`src/rtl/ps2_pkg.sv`:
```
// Shared constants and types for the PS/2 key tracker: prefix/control bytes,
// the scan-code parser states and the default arrow-key code table.
package ps2_pkg;

  localparam logic [7:0] PFX_EXT = 8'hE0;
  localparam logic [7:0] PFX_BRK = 8'hF0;

  localparam logic [7:0] CTL_ERR0  = 8'h00;
  localparam logic [7:0] CTL_BAT   = 8'hAA;
  localparam logic [7:0] CTL_ECHO  = 8'hEE;
  localparam logic [7:0] CTL_ACK   = 8'hFA;
  localparam logic [7:0] CTL_RSND  = 8'hFE;
  localparam logic [7:0] CTL_ERR1  = 8'hFF;

  typedef enum logic [1:0] {
    IDLE    = 2'd0,
    EXT     = 2'd1,
    BRK     = 2'd2,
    EXT_BRK = 2'd3
  } parser_state_t;

  // Index 0 sits in the low bits: left, up, right, down.
  localparam int unsigned   ARROW_NUM_KEYS  = 4;
  localparam logic [35:0]   ARROW_KEY_CODES = {9'h172, 9'h174, 9'h175, 9'h16B};

  function automatic logic is_ctrl_byte(input logic [7:0] b);
    return (b == CTL_ERR0) || (b == CTL_BAT)  || (b == CTL_ECHO) ||
           (b == CTL_ACK)  || (b == CTL_RSND) || (b == CTL_ERR1);
  endfunction

endpackage

```
`src/rtl/ps2_event_fifo.sv`:
```
// Synchronous event queue with push/full/pop/empty handshake; a push into a
// full queue is taken only when a pop retires the head in the same cycle.
module ps2_event_fifo #(
  parameter int unsigned WIDTH = 4,
  parameter int unsigned DEPTH = 8
) (
  input  logic             clk,
  input  logic             rst_n,
  input  logic             push,
  input  logic [WIDTH-1:0] push_data,
  output logic             full,
  input  logic             pop,
  output logic [WIDTH-1:0] pop_data,
  output logic             empty
);

  localparam int unsigned AW = (DEPTH > 2) ? $clog2(DEPTH) : 1;

  logic [WIDTH-1:0] mem_q [DEPTH];
  logic [AW-1:0]    wr_ptr_q, wr_ptr_d;
  logic [AW-1:0]    rd_ptr_q, rd_ptr_d;
  logic [AW:0]      count_q,  count_d;
  logic             do_push, do_pop;

  assign empty = (count_q == '0);
  assign full  = (count_q == (AW+1)'(DEPTH));

  always_comb begin
    do_pop   = pop && !empty;
    do_push  = push && (!full || do_pop);
    wr_ptr_d = wr_ptr_q;
    rd_ptr_d = rd_ptr_q;
    count_d  = count_q;
    if (do_push) wr_ptr_d = wr_ptr_q + 1'b1;
    if (do_pop)  rd_ptr_d = rd_ptr_q + 1'b1;
    if (do_push && !do_pop) count_d = count_q + 1'b1;
    else if (do_pop && !do_push) count_d = count_q - 1'b1;
  end

  always_ff @(posedge clk) begin
    if (!rst_n) begin
      wr_ptr_q <= '0;
      rd_ptr_q <= '0;
      count_q  <= '0;
    end else begin
      wr_ptr_q <= wr_ptr_d;
      rd_ptr_q <= rd_ptr_d;
      count_q  <= count_d;
    end
  end

  always_ff @(posedge clk) begin
    if (rst_n && do_push) mem_q[wr_ptr_q] <= push_data;
  end

  // Storage is not reset, so the head is masked to zero while empty.
  assign pop_data = empty ? '0 : mem_q[rd_ptr_q];

endmodule

```
`src/rtl/ps2_key_tracker.sv`:
```
// Turns a PS/2 scan-code byte stream into per-key held levels and a queue of
// make/break/repeat events for a configurable set of tracked keys.
module ps2_key_tracker
  import ps2_pkg::*;
#(
  parameter int unsigned              NUM_KEYS       = ARROW_NUM_KEYS,
  parameter logic [9*NUM_KEYS-1:0]    KEY_CODES      = ARROW_KEY_CODES,
  parameter int unsigned              FIFO_DEPTH     = 8,
  parameter int unsigned              TIMEOUT_CYCLES = 50000,
  parameter bit                       REPEAT_EN      = 1'b0,
  localparam int unsigned             IDXW           = (NUM_KEYS > 1) ? $clog2(NUM_KEYS) : 1
) (
  input  logic                clk,
  input  logic                key,
  input  logic [7:0]          rx_data,
  input  logic                rx_valid,
  output logic [NUM_KEYS-1:0] held,
  output logic                ev_valid,
  input  logic                ev_ready,
  output logic [IDXW+1:0]     ev_data,
  output logic                ovf,
  output logic                seq_err
);

  localparam int unsigned TW = (TIMEOUT_CYCLES > 2) ? $clog2(TIMEOUT_CYCLES) : 1;

  parser_state_t       state_q, state_d;
  logic [TW-1:0]       tmo_q, tmo_d;
  logic [NUM_KEYS-1:0] held_q, held_d;
  logic                ovf_q, ovf_d;
  logic                seq_err_q, seq_err_d;

  logic                code_done, code_brk;
  logic [8:0]          code;
  logic                hit;
  logic [IDXW-1:0]     hit_idx;
  logic                push;
  logic [IDXW+1:0]     push_data;
  logic                fifo_full, fifo_empty, pop;

  always_comb begin
    state_d   = state_q;
    tmo_d     = tmo_q;
    seq_err_d = 1'b0;
    code_done = 1'b0;
    code_brk  = 1'b0;
    code      = '0;
    if (rx_valid) begin
      tmo_d = '0;
      if (is_ctrl_byte(rx_data)) begin
        state_d   = IDLE;
        seq_err_d = (state_q != IDLE);
      end else begin
        unique case (state_q)
          IDLE: begin
            if (rx_data == PFX_EXT)      state_d = EXT;
            else if (rx_data == PFX_BRK) state_d = BRK;
            else begin
              code_done = 1'b1;
              code      = {1'b0, rx_data};
            end
          end
          EXT: begin
            if (rx_data == PFX_BRK)      state_d = EXT_BRK;
            else if (rx_data == PFX_EXT) state_d = EXT;
            else begin
              code_done = 1'b1;
              code      = {1'b1, rx_data};
              state_d   = IDLE;
            end
          end
          BRK: begin
            if (rx_data == PFX_EXT) state_d = EXT_BRK;
            else begin
              code_done = 1'b1;
              code_brk  = 1'b1;
              code      = {1'b0, rx_data};
              state_d   = IDLE;
            end
          end
          EXT_BRK: begin
            code_done = 1'b1;
            code_brk  = 1'b1;
            code      = {1'b1, rx_data};
            state_d   = IDLE;
          end
        endcase
      end
    end else if (state_q != IDLE) begin
      if (tmo_q == TW'(TIMEOUT_CYCLES - 1)) begin
        state_d   = IDLE;
        tmo_d     = '0;
        seq_err_d = 1'b1;
      end else begin
        tmo_d = tmo_q + 1'b1;
      end
    end
  end

  // First match wins so duplicated table entries resolve to the lowest index.
  always_comb begin
    hit     = 1'b0;
    hit_idx = '0;
    for (int unsigned i = 0; i < NUM_KEYS; i++) begin
      if (!hit && (code == KEY_CODES[9*i +: 9])) begin
        hit     = 1'b1;
        hit_idx = IDXW'(i);
      end
    end
  end

  always_comb begin
    held_d    = held_q;
    push      = 1'b0;
    push_data = '0;
    if (code_done && hit) begin
      if (code_brk) begin
        if (held_q[hit_idx]) begin
          held_d[hit_idx] = 1'b0;
          push            = 1'b1;
          push_data       = {1'b1, 1'b0, hit_idx};
        end
      end else if (!held_q[hit_idx]) begin
        held_d[hit_idx] = 1'b1;
        push            = 1'b1;
        push_data       = {1'b0, 1'b0, hit_idx};
      end else if (REPEAT_EN) begin
        push      = 1'b1;
        push_data = {1'b0, 1'b1, hit_idx};
      end
    end
  end

  assign pop   = !fifo_empty && ev_ready;
  assign ovf_d = ovf_q || (push && fifo_full && !pop);

  always_ff @(posedge clk) begin
    if (!key) begin
      state_q   <= IDLE;
      tmo_q     <= '0;
      held_q    <= '0;
      ovf_q     <= 1'b0;
      seq_err_q <= 1'b0;
    end else begin
      state_q   <= state_d;
      tmo_q     <= tmo_d;
      held_q    <= held_d;
      ovf_q     <= ovf_d;
      seq_err_q <= seq_err_d;
    end
  end

  ps2_event_fifo #(
    .WIDTH (IDXW + 2),
    .DEPTH (FIFO_DEPTH)
  ) u_fifo (
    .clk       (clk),
    .rst_n     (key),
    .push      (push),
    .push_data (push_data),
    .full      (fifo_full),
    .pop       (pop),
    .pop_data  (ev_data),
    .empty     (fifo_empty)
  );

  assign held     = held_q;
  assign ev_valid = !fifo_empty;
  assign ovf      = ovf_q;
  assign seq_err  = seq_err_q;

endmodule

```
`config.mk`:
```
export PLATFORM = sky130hd
export DESIGN_NAME = ps2_key_tracker
export DESIGN_NICKNAME = d
export VERILOG_FILES = /design/src/rtl/ps2_pkg.sv /design/src/rtl/ps2_event_fifo.sv /design/src/rtl/ps2_key_tracker.sv
export SDC_FILE = /design/constraint.sdc
export NUM_CORES = 1
export LEC_CHECK = 0
export CAP_MARGIN = 20
export CORE_MARGIN = 1.5
export CORE_UTILIZATION = 40
export DETAILED_ROUTE_END_ITERATION = 10
export MAX_ROUTING_LAYER = met4
export PLACE_DENSITY_LB_ADDON = 0.08
export SYNTH_ARGS = -nofsm -noshare
export SYNTH_HDL_FRONTEND = slang
export SYNTH_SLANG_ARGS = --single-unit
```
`constraint.sdc`:
```
create_clock -name clk -period 3.8 [get_ports clk]
set_input_delay 0.57 -clock clk [delete_from_list [all_inputs] [get_ports clk]]
set_output_delay 0.57 -clock clk [all_outputs]
set_load 0.1 [all_outputs]
```
---- Yosys cells after proc, flatten, opt, wreduce, memory -nomap -nowiden ----
Memories as Yosys holds them, arrays and structs flattened. A register that Yosys moved wholly into a read port is not among the register bits.
Cells that the tools add are included.
cells by class
  add/sub/neg operators ................... 5
  $lt $le $gt $ge ......................... 2
  bitwise gates (word level) .............. 4
  reduce and logical (&&, ||, !) cells .... 38
  equal/unequal tests ..................... 19
  multiplexer cells ....................... 62
operator list
  cell                     number
  $eq A8 B8 Y1 const B     7
  $eq A9 B9 Y1 const B     4
  $mux W4                  9
  $mux W9                  4
  $pmux W9 S4              1
  $mux W1                  26
  $mux W8                  3
  $mux W2                  11
  $add A16 B1 Y16 const B  1
  $eq A16 B16 Y1 const B   1
  $mux W16                 1
  $logic_and A1 B1 Y1      13
  $logic_not A1 Y1         8
  $logic_not A8 Y1         1
  $pmux W2 S4              1
  $reduce_bool A2 Y1       4
  $logic_or A1 B1 Y1       7
  $add A3 B1 Y3 const B    2
  $mux W3                  2
  $reduce_and A3 Y1        2
  $ne A5 B5 Y1 const B     1
  $add A4 B1 Y4 const B    1
  $and A4 B4 Y4            1
  $eq A2 B2 Y1 const B     2
  other kinds (17)         17
storage, ports and cells
  bits of input ports ..................... 12
  flip-flop bits (word level) ............. 34
  memories ................................ 1
  RAM bits ................................ 32
memory list
  name          words  width  read ports  clocked after memory_dff  wr ports  RTL line              RTL
  u_fifo.mem_q  8      4      1           1                         1         ps2_event_fifo.sv:19  logic [WIDTH-1:0] mem_q [DEPTH];

---- Logic depth before layout (Yosys ltp) ----
Gate-level depths: netlist of the first run.
  depth in word-level cells ............... 29
  depth in mapped cells ................... 17

---- Modules after synthesis ----
Synthesis of the first run repeated with hierarchy kept, for this count alone.
unflattened totals
  cells, all modules ...................... 306
  area total of the unflattened synthesis .. 3384.5 um2
by module, submodules not included
  module           cells each  area an instance (um2)  sequential area each (um2)  instances
  ps2_event_fifo   126         1891.8                  1221.2                      1
  ps2_key_tracker  180         1492.7                  480.5                       1

---- Worst setup path before layout of the first run ----
No wires, ideal clock.
  kind .................................... input -> register
  start point ............................. input rx_data[0]
  end point ............................... register u_fifo.count_q[3]
  stages .................................. 17
  slack ................................... 9 ps
  path buffers ............................ 2
  arrival time ............................ 3715 ps
  data required time ...................... 3724 ps
  path through ............................ buf_6 -> nor4_2 -> or2b_1 -> o21a_1 -> and2_0 -> clkbuf_1 -> ha_1 -> nor2_1 -> o211a_1 -> ha_1 -> inv_1 -> ha_1 -> a21o_1 -> a21oi_1 -> xnor2_1 -> or3_1 -> a21boi_0
on the way
  cells in the longest elaborated chain, start to end .. 28
  elaborated cells on any way between the ends .. 61
  classes of those cells .................. eq/ne (11); mux (32); reduce/logical (18)
RTL lines
  item                                                              RTL line                RTL
  from (decl)                                                       ps2_key_tracker.sv:15   input logic [7:0] rx_data,
  parallel branches: the longest is 23 deep, another holds $mux W9  -
  $mux W1 (*)                                                       ps2_key_tracker.sv:116  if (code_done && hit) begin
  $logic_and A1 B1 Y1 (*)                                           ps2_event_fifo.sv:30    do_push = push && (!full || do_pop);
  $logic_not A1 Y1                                                  ps2_event_fifo.sv:37    else if (do_pop && !do_push) count_d = count_q - 1'b1;
  $logic_and A1 B1 Y1                                               ps2_event_fifo.sv:37
  $reduce_bool A2 Y1 (no line)                                      -
  to (signal assigned)                                              ps2_event_fifo.sv:48    count_q <= count_d;
  to (decl)                                                         ps2_event_fifo.sv:22    logic [AW:0] count_q, count_d;
Mark *: on every way between the ends. The select of a mux whose other input is x is not followed.
A chain may end at the register's enable or synchronous reset.

---- Worst setup path in the final report of the first run ----
  start point ............................. input rx_data[3]
  end point ............................... register u_fifo.count_q[3]
The elaborated chain is that of the path after synthesis.

==> flow_summary_export.csv, run 1 <==
group,metric,value,unit
outcome,outcome,"completed",
detailed_routing,met2WireLength,2.738,mm
job,drv_cap,0,
critical_path,cp_data_arrival_time,3890,ps
die,die_area,8020,µm²
worst_hold_path,hold_path_class,"reg2reg",
detailed_routing,firstDrtPassIters,4,
clock_tree,root_buffer,"clkbuf_8",
yosys,synth_common_cells,"dfxtp_1 (37), nor2_1 (31), edfxtp_1 (24), nand2_1 (20), nor3_1 (13)",
sta,fin_hold_ws,470.7,ps
placed_design,dpl.hpwl,4.320,mm
critical_path,critical_path_buf_inv_count,2,
critical_path,crit_chain,"clkdlybuf4s50_1 -> nor4_2 -> or2b_1 -> o21a_1 -> and2_1 -> ha_1 -> nor2_2 -> o211a_1 -> ha_2 -> inv_1 -> ha_1 -> a21o_1 -> a21oi_2 -> xnor2_1 -> or3_1 -> a21boi_1",
final_layout,areaGrowthSynthToFinish,26.93,%
die,rows,31,
clock_tree,ctsHoldBuffers,0,
yosys,yosys_warnings,0,
yosys,synth_area,2997,µm²
detailed_routing,wl_met3,185,µm
yosys,yosysTopAreaCellShare,0.2472,
critical_path,cp_common_cell,"ha_1",
sta,slew_viol_final,0,
detailed_routing,via_count,2233,
placed_design,port_buffers,21,
yosys,synth-edff-count,24,
grt,globalRouteOverflowTotal,0,
final_layout,layout.nets,364,
clock_tree,clock_sink_count,61,
die,fp.dieH,89.56,µm
sta,fmax,0.2759,GHz
yosys,ys_ff_latch,61,
die,coreArea,7253,µm²
clock_tree,htreeDepth,3,
clock_tree,clkLatencyLatePin,340,ps
critical_path,endpoint_kind,"register",
placed_design,gp_congestion,0.8311,
detailed_routing,drc,0,
critical_path,cp_data_required_time,4070,ps
critical_path,crit_path_start_kind,"input pin",
grt,grt_usage,0.1717,
final_layout,design_area,3804,µm²
yosys,synth-async-reset-ratio,0,
sta,skew,13.75,ps
yosys,synth_top_cell_by_area,"dfxtp_1",
grt,grt_pass1_vias,2096,
sta,period_minus_slack,3624,ps
critical_path,cp_top_family,"simple AND/OR/NAND/NOR gates",
placed_design,dp_slack,-329.8,ps
clock_tree,path_clk_slew,70,ps
sta,setup_tns,0,ps
power_and_ir_drop,finalPower,2.192,mW
sta,timing.final.crit_share,0.9537,
placed_design,placed_area,3545,µm²
sta,tightest_slew,972.6,ps
power_and_ir_drop,power_density,576.2,nW/µm²
critical_path,critPathMaxFanout,2,
detailed_routing,routed_wl,6.001,mm
critical_path,critPathMaxStageDelay,430,ps
sta,final-setup-viol-count,0,
yosys,netlist_instances,280,
detailed_routing,drt_iter0_drc,68,
yosys,synthTopCellsByArea,"dfxtp_1 (25%), edfxtp_1 (24%), mux4_2 (4.5%)",
grt,grt_first_pass_wirelength,9.984,mm
yosys,synth_cell_types,58,
critical_path,crit_type,"in2reg",
final_layout,diodes,0,
die,top_level_ports,23,
power_and_ir_drop,p_leak,1.364,nW
die,die_x,89.56,µm
yosys,postSynthAreaPerCell,10.70,µm²
critical_path,cpMaxStageDelayCell,"clkdlybuf4s50_1",
clock_tree,cts_tree,"built",
die,start_util,0.4131,
critical_path,worst-r2r-setup-slack,670,ps
final_layout,finish.utilization,0.5244,
grt,antenna_found_initial,0,
final_layout,drive_gt1_frac,0.2292,
yosys,synth_seq_area_share,0.4877,
placed_design,placed_cells,430,
detailed_routing,wire_per_inst,13.40,µm
power_and_ir_drop,peakVddDrop,0.2200,mV
yosys,syn_nets,300,
yosys,synthFlopType,"dfxtp_1",
sta,slew_headroom,0.3495,
yosys,yosysMostFrequentCell,"dfxtp_1",
clock_tree,max-clock-path-buffers,2,
sta,fin_ws,175.8,ps
sta,hold_violations,0,
detailed_routing,top_layer_used,"met4",
clock_tree,numCtsBuffers,9,
detailed_routing,drtAntennaViolNets,0,
detailed_routing,met1_length,3.041,mm
final_layout,final-instance-count-excl-fill,448,
grt,grt_start_max_net_pins,26,
detailed_routing,viasPerCell,4.984,
==> layer usage <==
layer,global-route usage,vias up
li1,-,1146
met3,0.05540,2
met4,0.05035,0
met2,0.2653,34
met5,-,-
met1,0.2149,1051
==> cell type report <==
cell class / count / area [µm²]
Sequential cell: 61 / 1461
Clock buffer: 13 / 158.9
Tap cell: 99 / 123.9
Multi-Input combinational cell: 201 / 1428
Inverter: 6 / 22.52
Fill cell: 672 / 3450
Timing Repair Buffer: 65 / 540.5
Clock inverter: 3 / 68.82
==> cell usage in the layout (no fill, tap or decap), types with 2 or more instances in the layout <==
| cell type | count |
|---|---|
| edfxtp_1 | 24 |
| ha_1 | 6 |
| mux4_2 | 6 |
| and3_1 | 3 |
| o211ai_1 | 2 |
| dfxtp_1 | 37 |
| xnor2_1 | 11 |
| nand3b_1 | 3 |
| nand2b_1 | 5 |
| nor4_1 | 3 |
| a21oi_1 | 9 |
| nor2_1 | 30 |
| nor3_1 | 13 |
| xor2_1 | 10 |
| nor4bb_1 | 3 |
| nand3_1 | 10 |
| nand4_1 | 3 |
| o21ai_0 | 12 |
| dlymetal6s2s_1 | 3 |
| mux2i_1 | 5 |
| clkbuf_1 | 2 |
| bufinv_16 | 2 |
| a21o_1 | 2 |
| clkdlybuf4s50_1 | 15 |
| and2_1 | 7 |
| clkbuf_8 | 11 |
| nand2_1 | 20 |
| a21boi_0 | 2 |
| inv_1 | 6 |
| o21a_1 | 2 |
| and4b_1 | 2 |
| buf_4 | 47 |
==> cells by family (layout without fill, tap and decap cells) <==
logic type	Yosys count	after routing	share of synthesized area
fa+ha+maj	9	9	0.03925
compound gates	40	40	0.09018
flops	61	61	0.4877
other cells	1	1	0.001251
xor+xnor	21	21	0.06138
simple gates	119	119	0.2196
mux	11	11	0.06180
buf+inv	18	87	0.03883
==> where the power goes <==
part	switching, mW	leakage [nW]	internal (mW)	total [mW]
registers	0.0565	0.483	0.711	0.768
logic	0.512	0.767	0.256	0.768
clock network	0.249	0.114	0.407	0.656
total	0.817	1.36	1.37	2.19
==> path summary, 6_finish.rpt <==
path                                                       end  cells past startpoint                    start
worst max-delay path            u_fifo.count_q[3]$_SDFFE_PN0P_                     16               rx_data[3]
worst min-delay path                            ovf$_SDFF_PN0_                      1           ovf$_SDFF_PN0_
worst max register to register  u_fifo.count_q[3]$_SDFFE_PN0P_                     15  state_q[0]$_SDFFE_PN0P_
worst min register to register                  ovf$_SDFF_PN0_                      1           ovf$_SDFF_PN0_
==> what timing repair did <==
action / in CTS / in global routing
setup endpoints to repair: 0 / 2
buffers inserted: 0 / 2
gates resized for setup: 0 / 8
Note: power is estimated with default switching activity, not from simulation.
==> run 2: changes to the inputs <==
- CAP_MARGIN: 20 -> 15
- CTS_CLUSTER_DIAMETER: unset -> 80
==> results of run 2 <==
Final layout, timing and power as in run 1 (identical DEF).
